## src/rtl/lcd_line_sched_pkg.sv

```systemverilog
//------------------------------------------------------------------------------
// Module   : lcd_pkg
// Brief    : Shared types and constants for the LCD line-update scheduler.
// Revision : 1.0 - initial release
//------------------------------------------------------------------------------
`default_nettype none

package lcd_pkg;

  localparam int          LINE_LEN_DEF      = 16;
  localparam logic [7:0]  LINE0_ADDR_DEF    = 8'h00;
  localparam logic [7:0]  LINE1_ADDR_DEF    = 8'h40;
  localparam logic [7:0]  LCD_CMD_SET_DDRAM = 8'h80;
  localparam logic [7:0]  LCD_CHAR_SPACE    = 8'h20;

  typedef enum logic [2:0] {
    ST_IDLE  = 3'd0,
    ST_CMD   = 3'd1,
    ST_ACK   = 3'd2,
    ST_BUSYW = 3'd3,
    ST_FETCH = 3'd4,
    ST_DATA  = 3'd5,
    ST_DONE  = 3'd6
  } lcd_state_e;

  // Unwritten text RAM reads as 0; show it as a blank cell.
  function automatic logic [7:0] lcd_pad_char(input logic [7:0] c);
    return (c == 8'h00) ? LCD_CHAR_SPACE : c;
  endfunction

endpackage

`default_nettype wire

```

## src/rtl/lcd_line_sched_rr_arb2.sv

```systemverilog
//------------------------------------------------------------------------------
// Module   : lcd_rr_arb2
// Brief    : Two-way round-robin arbiter holding per-line pending redraws.
// Revision : 1.0 - initial release
//------------------------------------------------------------------------------
`default_nettype none

module lcd_rr_arb2 (
  input  logic       clk,
  input  logic       rst_n,
  input  logic [1:0] i_start,
  input  logic       i_grant_take,
  input  logic [1:0] i_done,
  output logic       o_grant_valid,
  output logic       o_grant
);

  logic [1:0] r_pending;
  logic       r_last_grant;
  logic [1:0] w_clr;

  assign o_grant_valid = |r_pending;
  // On a tie the line that was not served last wins.
  assign o_grant       = (r_pending == 2'b11) ? ~r_last_grant : r_pending[1];
  assign w_clr         = i_grant_take ? (o_grant ? 2'b10 : 2'b01) : 2'b00;

  always_ff @(posedge clk) begin
    if (!rst_n) begin
      r_pending    <= 2'b00;
      r_last_grant <= 1'b1;
    end else begin
      r_pending <= (r_pending & ~w_clr) | i_start;
      if (i_done[0])
        r_last_grant <= 1'b0;
      else if (i_done[1])
        r_last_grant <= 1'b1;
    end
  end

endmodule

`default_nettype wire

```

## src/rtl/lcd_line_sched.sv

```systemverilog
//------------------------------------------------------------------------------
// Module   : lcd_line_sched
// Brief    : Round-robin 16x2 LCD line redraw sequencer (set-address + chars).
//            Optional macro LCD_BLANK_PAD_EN writes 8'h00 characters as spaces.
// Revision : 1.0 - initial release
//------------------------------------------------------------------------------
`default_nettype none

module lcd_line_sched
  import lcd_pkg::*;
#(
  parameter int         LINE_LEN   = LINE_LEN_DEF,
  parameter logic [7:0] LINE0_ADDR = LINE0_ADDR_DEF,
  parameter logic [7:0] LINE1_ADDR = LINE1_ADDR_DEF
) (
  input  logic                       CLK,
  input  logic                       RST,
  input  logic [1:0]                 start,
  output logic [1:0]                 done,
  output logic [$clog2(LINE_LEN):0]  char_addr,
  input  logic [7:0]                 char_data,
  output logic                       lcd_we,
  output logic                       lcd_rs,
  output logic [7:0]                 lcd_data,
  input  logic                       lcd_busy,
  output logic                       active
);

  localparam int                 c_IDX_W    = $clog2(LINE_LEN) + 1;
  localparam logic [c_IDX_W-1:0] c_LINE_END = c_IDX_W'(LINE_LEN);

  lcd_state_e         r_state, w_next;
  logic               r_grant;
  logic [c_IDX_W-1:0] r_idx;
  logic [1:0]         r_done;

  logic       w_grant_valid, w_arb_grant, w_take, w_idx_inc;
  logic [1:0] w_done_now;
  logic [7:0] w_base, w_char;

  lcd_rr_arb2 u_arb (
    .clk           (CLK),
    .rst_n         (RST),
    .i_start       (start),
    .i_grant_take  (w_take),
    .i_done        (w_done_now),
    .o_grant_valid (w_grant_valid),
    .o_grant       (w_arb_grant)
  );

  assign w_base = r_grant ? LINE1_ADDR : LINE0_ADDR;

`ifdef LCD_BLANK_PAD_EN
  assign w_char = lcd_pad_char(char_data);
`else
  assign w_char = char_data;
`endif

  always_comb begin
    w_next     = r_state;
    w_take     = 1'b0;
    w_idx_inc  = 1'b0;
    w_done_now = 2'b00;
    lcd_we     = 1'b0;
    lcd_rs     = 1'b0;
    lcd_data   = 8'h00;
    case (r_state)
      ST_IDLE: begin
        if (w_grant_valid) begin
          w_take = 1'b1;
          w_next = ST_CMD;
        end
      end
      ST_CMD: begin
        if (!lcd_busy) begin
          lcd_we   = 1'b1;
          lcd_data = LCD_CMD_SET_DDRAM | w_base;
          w_next   = ST_ACK;
        end
      end
      // Driver raises busy one cycle after the strobe, so skip that cycle.
      ST_ACK:   w_next = ST_BUSYW;
      ST_BUSYW: begin
        if (!lcd_busy)
          w_next = (r_idx == c_LINE_END) ? ST_DONE : ST_FETCH;
      end
      ST_FETCH: w_next = ST_DATA;
      ST_DATA: begin
        lcd_we    = 1'b1;
        lcd_rs    = 1'b1;
        lcd_data  = w_char;
        w_idx_inc = 1'b1;
        w_next    = ST_ACK;
      end
      ST_DONE: begin
        w_done_now = r_grant ? 2'b10 : 2'b01;
        w_next     = ST_IDLE;
      end
      default:  w_next = ST_IDLE;
    endcase
  end

  always_ff @(posedge CLK) begin
    if (!RST) begin
      r_state <= ST_IDLE;
      r_grant <= 1'b0;
      r_idx   <= '0;
      r_done  <= 2'b00;
    end else begin
      r_state <= w_next;
      r_done  <= w_done_now;
      if (w_take) begin
        r_grant <= w_arb_grant;
        r_idx   <= '0;
      end else if (w_idx_inc) begin
        r_idx <= r_idx + c_IDX_W'(1);
      end
    end
  end

  assign char_addr = {r_grant, r_idx[c_IDX_W-2:0]};
  assign done      = r_done;
  assign active    = (r_state != ST_IDLE);

endmodule

`default_nettype wire

```

## config.mk

```make
export PLATFORM = sky130hd
export DESIGN_NAME = lcd_line_sched
export DESIGN_NICKNAME = d
export VERILOG_FILES = /design/src/rtl/lcd_line_sched_pkg.sv /design/src/rtl/lcd_line_sched_rr_arb2.sv /design/src/rtl/lcd_line_sched.sv
export SDC_FILE = /design/constraint.sdc
export NUM_CORES = 1
export LEC_CHECK = 0
export ABC_AREA = 1
export CAP_MARGIN = 10
export CORE_UTILIZATION = 45
export DETAILED_ROUTE_END_ITERATION = 7
export PLACE_DENSITY = 0.89
export RECOVER_POWER = 50
export SLEW_MARGIN = 10
export SYNTH_ARGS = -nofsm -noshare
export SYNTH_HDL_FRONTEND = slang
export SYNTH_SLANG_ARGS = --single-unit
```

## constraint.sdc

```tcl
create_clock -name CLK -period 3.08 [get_ports CLK]
set_input_delay 0.616 -clock CLK [delete_from_list [all_inputs] [get_ports CLK]]
set_output_delay 0.616 -clock CLK [all_outputs]
set_load 0.005 [all_outputs]
```

==> qor.tcl, run 1 <==
set qor(status) {finished with violations}
set qor(violations) {DRC}
set qor(post_drt_via_cell_ratio) 4.90
set qor(cts-htree-levels) 1
set qor(tightestPinTransition_ps) 746
set qor(met2_length_um) 871
set qor(clock_tree_buffer_depth) 2
set qor(syn2layout_area_growth_pct) 38.2
set qor(grt_setup_unrepaired) {false}
set qor(drt-pass1-iter-count) 6
set qor(power.leakage_nw) 0.495
set qor(setup_violations) 0
set qor(cts_setup_buffers) 0
set qor(totalNegativeSetupSlack_ps) 0
set qor(antennaDiodeCount) 0
set qor(final.min_clock_period_ps) 2550
set qor(drt_wl_total_um) 1710
set qor(grt_max_degree) 14
set qor(drt_first_iter_violations) 23
set qor(synth.ff_latch_count) 14
set qor(overflow) 0
set qor(route.vias.total) 819
set qor(syn_area_um2) 786
set qor(core_um2) 1580
set qor(worst_skew_pair.late_latency_ps) 290
set qor(finalNetCount) 167
set qor(dpl_cell_area_um2) 1060
set qor(timing.slew.headroom_pct) 49.8
set qor(top_level_ports) 31
set qor(post_drt_wl_per_cell_um) 10.2
set qor(yosysSeqAreaShare_pct) 35.7
set qor(achievable-frequency_ghz) 0.392
set qor(most_common_cell_after_layout_fill_and_taps_aside) {nand2_1}
set qor(worst_hold_slack_ps) 474
set qor(post_synth.cell_area_avg_um2) 6.39
set qor(cts_tree) {yes}
set qor(io_buf_count) 30
set qor(synth-simple-area-share_pct) 34.6
set qor(timing.max_cap.violations) 0
set qor(crit_type) {input port to primary output}
set qor(design_area_um2) 1090
set qor(cp_data_arrival_time_ps) 1930
set qor(highest_layer) {met3}
set qor(worstPathRequired_ps) 2460
set qor(full_die_area_um2) 1920
set qor(antenna_found_initial) 0
set qor(grt_pass1_wl_um) 2750
set qor(postLayoutSetupSlackWorst_ps) 529
set qor(dpl_worst_slack_ps) 520
set qor(final.period_utilization_pct) 82.8
set qor(route.layer.met1.wl_um) 759
set qor(place.detailed.hpwl_um) 1330
set qor(cts.root.buffer_cell) {clkbuf_4}
set qor(post_route_cells_drive_above_1_share_pct) 4.64
set qor(netlist_instances) 123
set qor(clk_pin_slew_worst_paths_ps) 80
set qor(grt_pass1_vias) 719
set qor(post_cts.resized_instances) 0
set qor(die_height_um) 43.8
set qor(max-vdd-ir-drop_mv) 0.350
set qor(synth_top_family_by_area) {simple AND/OR/NAND/NOR gates}
set qor(synthDistinctLibCells) 15
set qor(postCtsHoldBufs) 0
set qor(cts_buffers) 3
set qor(slew_viol_final) 0
set qor(end_kind) {primary output}
set qor(clock_skew_ps) 5.43
set qor(critPathMaxFanout) 3
set qor(post_synth_fa_ha_maj_area_fraction_pct) 3.18
set qor(worst_hold_path_type) {flop to flop}
set qor(layout.cells.most_common_list) {nand2_1 (34), clkdlybuf4s50_1 (27), inv_1 (21)}
set qor(worst_setup_start_kind) {input port}
set qor(synth-warning-count) 0
set qor(syn-num-nets) 138
set qor(cts.sinks) 14
set qor(grt_usage_pct) 19.3
set qor(drc_errors) 2
set qor(die-width_um) 43.8
set qor(gpl.final_weighted_congestion) 0.838
set qor(standard_cell_rows) 14
set qor(synth_compound_gate_area_share_pct) 10.4
set qor(yosys-mux-area-fraction_pct) 0
set qor(power_density_nw_per_um2) 418
set qor(start_util_pct) 49.8
set qor(antenna_left) 0
set qor(timing.final.hold_violations) 0
set qor(post_synth_xor_area_fraction_pct) 0
set qor(detailroute.wirelength.met3_um) 78
set qor(layout.core_utilization_pct) 68.9
[cell usage after synthesis]
library cell  number  area share (%)
o21ai_0            4             2.5
a21oi_1            9             5.7
dfxtp_1           14              36
nand2_2            1            0.80
nand3_1           10             6.4
ha_1               2             3.2
nand4_1            2             1.6
inv_1             21              10
nor3_1             1            0.64
o21ai_4            1             2.1
nor2_1            16             7.6
inv_2              1            0.48
nand3_2            1             1.3
nand2_1           34              16
buf_4              6             5.7
[power breakdown]
| group | internal (W) | switching [W] |
|---|---|---|
| clock network | 0.0000720 | 0.0000633 |
| logic | 0.0000545 | 0.0000584 |
| registers | 0.000192 | 0.0000133 |
| total | 0.000319 | 0.000135 |
[cells by family after synthesis]
logic type	count (synthesis)
fa+ha+maj	2
compound gates	14
buf+inv	28
simple gates	65
flops	14
[state kept, by name, indices dropped and copies added (netlist names)]
name / cells
done: 2
r_grant: 1
r_idx: 5
r_state: 3
u_arb.r_last_grant: 1
u_arb.r_pending: 2
[area by class of cell]
type	instances	area, um^2
timing repair buffer	30	300
clock buffer	4	36.3
inverter	22	82.6
tap	16	20.0
sequential	14	280
multi-input combinational	81	367
fill	137	490
[critical path: stages]
cell and delay (ps):
clkdlybuf4s50_1 440, nor2_1 100, nand2_1 110, o21ai_0 160, clkdlybuf4s50_1 520
[metal layers]
metal / vias to the layer above / global-route usage [%]
met5: - / 0
li1: 431 / -
met3: 0 / 6.67
met2: 21 / 34.0
met4: 0 / 8.13
met1: 367 / 20.7
[final timing paths]
kind	cells after the start	startpoint	endpoint	slack [ps]
setup reg to reg	4	r_state[0]	r_grant	1490
hold reg to reg	2	u_arb.r_last_grant	u_arb.r_last_grant	470
setup / recovery	5	lcd_busy	lcd_data[6]	530
hold / removal	2	u_arb.r_last_grant	u_arb.r_last_grant	470
[metrics by stage]
stage / instances / total power (W)
2_1_floorplan: 123 / 0.000276
3_3_place_gp: 163 / 0.000323
3_5_place_dp: 163 / 0.000326
4_1_cts: 167 / 0.000461
5_1_grt: 167 / 0.000475
6_report: 167 / 0.000454
(Power assumes the default switching activity.)
==> run 2: changes to the inputs <==
--- a/config.mk
+++ b/config.mk
@@ -7,9 +7,9 @@
 export LEC_CHECK = 0
 export ABC_AREA = 1
 export CAP_MARGIN = 10
-export CORE_UTILIZATION = 45
+export CORE_UTILIZATION = 42
 export DETAILED_ROUTE_END_ITERATION = 7
-export PLACE_DENSITY = 0.89
+export PLACE_DENSITY = 0.85
 export RECOVER_POWER = 50
 export SLEW_MARGIN = 10
 export SYNTH_ARGS = -nofsm -noshare
==> constraint.sdc (replaced) <==
create_clock -name CLK -period 2.6 [get_ports CLK]
set_input_delay 0.52 -clock CLK [delete_from_list [all_inputs] [get_ports CLK]]
set_output_delay 0.52 -clock CLK [all_outputs]
set_load 0.005 [all_outputs]
==> qor.tcl, run 2 (synthesis results as in run 1) <==
set qor(status) {finished, final reports clean}
set qor(start_util_pct) 45.0
set qor(postLayoutSetupSlackWorst_ps) 250
set qor(die_height_um) 45.3
set qor(power.sequential.fraction_pct) 45.3
set qor(core_um2) 1750
set qor(final.min_clock_period_ps) 2350
set qor(clock_tree_buffer_depth) 2
set qor(die-width_um) 45.3
set qor(achievable-frequency_ghz) 0.426
set qor(tightestPinTransition_ps) 703
set qor(cts_tree) {yes}
set qor(timing.slew.headroom_pct) 52.7
set qor(power_density_nw_per_um2) 486
set qor(drt_first_iter_violations) 11
set qor(grt_pass1_vias) 753
set qor(crit_path_frequent_cell) {clkdlybuf4s50_1}
set qor(min_from) {u_arb.r_pending[0]}
set qor(slew_viol_final) 0
set qor(clock_skew_ps) 5.02
set qor(clk_pin_slew_worst_paths_ps) 90
set qor(critPathMaxFanout) 3
set qor(cp_data_arrival_time_ps) 1830
set qor(top_level_ports) 31
set qor(final.period_utilization_pct) 90.4
set qor(standard_cell_rows) 15
set qor(share_clk_of_total_power_pct) 29.7
set qor(power.switching_w) 0.000159
set qor(dpl_worst_slack_ps) 238
set qor(crit-reg2reg-launch) {r_state[0]}
set qor(post_cts.resized_instances) 0
set qor(setup_violations) 0
set qor(worst_hold_path_type) {flop to flop}
set qor(design_area_um2) 1100
set qor(overflow) 0
set qor(layout.core_utilization_pct) 63.3
set qor(drt_wl_total_um) 1820
set qor(worst_skew_pair.late_latency_ps) 290
set qor(netSwitchingFraction_pct) 29.6
set qor(full_die_area_um2) 2050
set qor(gpl.final_weighted_congestion) 0.767
set qor(grt_pass1_wl_um) 2840
set qor(most_common_cell_after_layout_fill_and_taps_aside) {nand2_1}
set qor(path_cells) {clkdlybuf4s50_1 > nor2_1 > nand2_1 > o21ai_0 > clkdlybuf4s50_1}
set qor(max_ffs_per_register) 5
set qor(finalNetCount) 168
set qor(route.vias.total) 837
set qor(timing.max_cap.violations) 0
set qor(internal-power_w) 0.000378
set qor(cts-htree-levels) 1
set qor(critPathSlowestCell) {clkdlybuf4s50_1}
set qor(io_buf_count) 30
set qor(post_drt_via_cell_ratio) 4.73
set qor(cts_buffers) 3
set qor(max-vdd-ir-drop_mv) 0.374
set qor(grt_usage_pct) 19.6
set qor(cts.sinks) 14
set qor(critPathLaunch) {lcd_busy}
set qor(antennaDiodeCount) 0
set qor(end_kind) {primary output}
set qor(reg.largest.list) {r_idx x5, r_state x3}
set qor(crit_type) {input port to primary output}
set qor(syn2layout_area_growth_pct) 40.6
set qor(regMostFlops) {r_idx}
set qor(comb_power_share_pct) 25.0
set qor(grt_setup_unrepaired) {false}
set qor(drt-pass1-iter-count) 4
set qor(cts_setup_buffers) 0
set qor(place.detailed.hpwl_um) 1420
set qor(totalNegativeSetupSlack_ps) 0
set qor(worst_setup_start_kind) {input port}
set qor(post_route_cells_drive_above_1_share_pct) 5.26
set qor(power.leakage_nw) 0.499
set qor(post_drt_wl_per_cell_um) 10.3
set qor(drc_errors) 0
set qor(antenna_found_initial) 0
set qor(dpl_cell_area_um2) 1080
set qor(cts.root.buffer_cell) {clkbuf_4}
set qor(timing.final.hold_violations) 0
set qor(postCtsHoldBufs) 0
set qor(antenna_left) 0
set qor(grt_max_degree) 13
set qor(worst_hold_slack_ps) 480
set qor(worstPathRequired_ps) 2080
set qor(layout.cells.most_common_list) {nand2_1 (34), clkdlybuf4s50_1 (27), inv_1 (21)}
set qor(worst_path_largest_cell_delay_ps) 520
## run 2: path summary, 6_finish.rpt
check / to / slack (ps) / cells after the start
max: lcd_data[6] / 250 / 5
min: u_arb.r_pending[0] / 480 / 2
max reg2reg: r_grant / 1020 / 4
min reg2reg: u_arb.r_pending[0] / 480 / 2
## run 2: final cells by class
type | count | area, um^2
clock buffers | 4 | 36.3
fillers | 166 | 641
inverters | 22 | 82.6
multi-input cells | 81 | 367
flip-flops and latches | 14 | 280
well taps | 25 | 31.3
repair buffers | 31 | 308
## run 2: worst max-delay path: cells and delay by family
kind	cells	cell delay (ps)
buffers and inverters	2	960
AO/OA/AOI/OAI	1	150
AND/OR/NAND/NOR	2	200
## run 2: power groups by stage
| stage | combinational (W) | sequential (W) | clock [W] |
|---|---|---|---|
| after floorplan | 0.0000825 | 0.000245 | 0 |
| after global placement | 0.000137 | 0.000247 | 0 |
| after detailed placement | 0.000141 | 0.000248 | 0 |
| after CTS | 0.000142 | 0.000243 | 0.000164 |
| after global routing | 0.000149 | 0.000246 | 0.000169 |
| final | 0.000134 | 0.000243 | 0.000159 |
## run 2: layer usage
metal | wire (um) | vias to the layer above | GRT usage, %
met2 | 927 | 30 | 35.4
met3 | 111 | 5 | 4.00
met4 | 46 | 0 | 13.3
li1 | - | 431 | -
met5 | 0 | - | 0
met1 | 734 | 371 | 20.1
## run 2: through the flow
stage          std cells  power (W)
2_1_floorplan        123   0.000327
3_3_place_gp         173   0.000384
3_5_place_dp         173   0.000389
4_1_cts              177   0.000550
5_1_grt              177   0.000564
6_report             177   0.000537
==> run 3: changes to the inputs <==
--- a/config.mk
+++ b/config.mk
@@ -9,7 +9,7 @@
 export CAP_MARGIN = 10
 export CORE_UTILIZATION = 42
 export DETAILED_ROUTE_END_ITERATION = 7
-export PLACE_DENSITY = 0.85
+export PLACE_DENSITY = 0.78
 export RECOVER_POWER = 50
 export SLEW_MARGIN = 10
 export SYNTH_ARGS = -nofsm -noshare
==> qor.tcl, run 3 (synthesis results as in run 1) <==
set qor(status) {finished, final reports clean}
set qor(end_kind) {primary output}
set qor(design_area_um2) 1100
set qor(worst_hold_path_type) {flop to flop}
set qor(cp_data_arrival_time_ps) 1900
set qor(power.leakage_nw) 0.495
set qor(dpl_cell_area_um2) 1070
set qor(grt_usage_pct) 19.6
set qor(power.sequential.fraction_pct) 45.8
set qor(die-width_um) 45.3
set qor(overflow) 0
set qor(worst_skew_pair.late_latency_ps) 270
set qor(place.detailed.hpwl_um) 1380
set qor(netSwitchingFraction_pct) 29.0
set qor(worst_setup_start_kind) {flop}
set qor(io_buf_count) 30
set qor(clock_skew_ps) 0.695
set qor(totalNegativeSetupSlack_ps) 0
set qor(path_cells) {nand3_2 > inv_2 > nand2_1 > o21ai_0 > clkdlybuf4s50_1}
set qor(cts-htree-levels) 1
set qor(final.period_utilization_pct) 93.1
set qor(drc_errors) 0
set qor(critical_path.top_delay_family) {buffers and inverters}
set qor(post_drt_wl_per_cell_um) 10.4
set qor(layout.cells.most_common_list) {nand2_1 (34), clkdlybuf4s50_1 (27), inv_1 (21)}
set qor(regMostFlops) {r_idx}
set qor(grt_pass1_wl_um) 2940
set qor(top_level_ports) 31
set qor(internal-power_w) 0.000377
set qor(antenna_left) 0
set qor(timing.max_cap.violations) 0
set qor(drt-pass1-iter-count) 4
set qor(num-fill-cells) 179
set qor(share_clk_of_total_power_pct) 28.8
set qor(full_die_area_um2) 2050
set qor(core_um2) 1750
set qor(dp.cells) 172
set qor(drt_wl_total_um) 1820
set qor(clk_pin_slew_worst_paths_ps) 80
set qor(cts_tree) {yes}
set qor(postCtsHoldBufs) 0
set qor(worst_hold_slack_ps) 466
set qor(reg.largest.list) {r_idx x5, r_state x3}
set qor(crit_type) {flop to primary output}
set qor(die_height_um) 45.3
set qor(post_drt_via_cell_ratio) 4.58
set qor(final.min_clock_period_ps) 2420
set qor(route.vias.total) 806
set qor(power_density_nw_per_um2) 484
set qor(antenna_found_initial) 0
set qor(grt_pass1_vias) 757
set qor(antennaDiodeCount) 0
set qor(power.switching_w) 0.000154
set qor(slew_viol_final) 0
set qor(achievable-frequency_ghz) 0.413
set qor(cts.root.buffer_cell) {clkbuf_4}
set qor(max_ffs_per_register) 5
set qor(setup_violations) 0
set qor(power_w) 0.000531
set qor(max-vdd-ir-drop_mv) 0.464
set qor(post_cts.resized_instances) 0
set qor(clock_tree_buffer_depth) 2
set qor(timing.slew.headroom_pct) 51.2
set qor(critPathMaxFanout) 13
set qor(finalNetCount) 167
set qor(gpl.final_weighted_congestion) 0.810
set qor(timing.final.hold_violations) 0
set qor(final_cells) 176
set qor(post_route_cells_drive_above_1_share_pct) 4.64
set qor(critPathSlowestCell) {clkdlybuf4s50_1}
set qor(crit_buf_inv) 2
set qor(cts_buffers) 3
set qor(grt_max_degree) 14
set qor(worst_path_largest_cell_delay_ps) 510
set qor(tightestPinTransition_ps) 725
set qor(worstPathRequired_ps) 2080
set qor(cts.sinks) 14
set qor(comb_power_share_pct) 25.4
set qor(syn2layout_area_growth_pct) 39.6
set qor(grt_setup_unrepaired) {false}
set qor(start_util_pct) 45.0
set qor(most_common_cell_after_layout_fill_and_taps_aside) {nand2_1}
set qor(drt_first_iter_violations) 30
set qor(cts_setup_buffers) 0
set qor(standard_cell_rows) 15
run 3: power by group through the flow:
| stage | Combinational, W | Sequential [W] | Clock (W) |
|---|---|---|---|
| 2_1_floorplan | 0.0000825 | 0.000245 | 0 |
| 3_3_place_gp | 0.000137 | 0.000247 | 0 |
| 3_5_place_dp | 0.000140 | 0.000248 | 0 |
| 4_1_cts | 0.000142 | 0.000243 | 0.000160 |
| 5_1_grt | 0.000152 | 0.000246 | 0.000171 |
| 6_report | 0.000135 | 0.000243 | 0.000153 |
run 3: path summary, 6_finish.rpt:
kind / startpoint / to / slack, ps / cells past startpoint
worst max register to register: r_state[0] / r_grant / 970 / 4
worst min-delay path: u_arb.r_last_grant / u_arb.r_last_grant / 470 / 2
worst max-delay path: r_state[0] / lcd_data[6] / 180 / 5
worst min register to register: u_arb.r_last_grant / u_arb.r_last_grant / 470 / 2
run 3: through the flow:
stage / setup WS [ps] / util (%)
floorplan: 1240 / -
global placement: 265 / 61.4
detailed placement: 255 / 61.4
CTS: 182 / 63.5
global route: 42.0 / 62.9
finish: 179 / 62.9
run 3: area by class of cell:
type	instances	area (um^2)	share of cell area, %
Multi-Input combinational cell	81	367	33.4
Timing Repair Buffer	30	300	27.4
Sequential cell	14	280	25.5
Inverter	22	82.6	7.53
Clock buffer	4	36.3	3.31
Tap cell	25	31.3	2.85
run 3: tightest hold or removal path: stages, from the launching register on:
cell and delay [ps]:
dfxtp_1 330, nand2_1 50, nand3_1 50
run 3: layer usage:
| layer | global-route usage [%] | up-vias | share of wire, % |
|---|---|---|---|
| li1 | - | 433 | - |
| met1 | 20.5 | 348 | 43 |
| met2 | 36.5 | 23 | 52 |
| met3 | 6.40 | 2 | 4.2 |
| met4 | 6.06 | 0 | 0.66 |
| met5 | 0 | - | 0 |
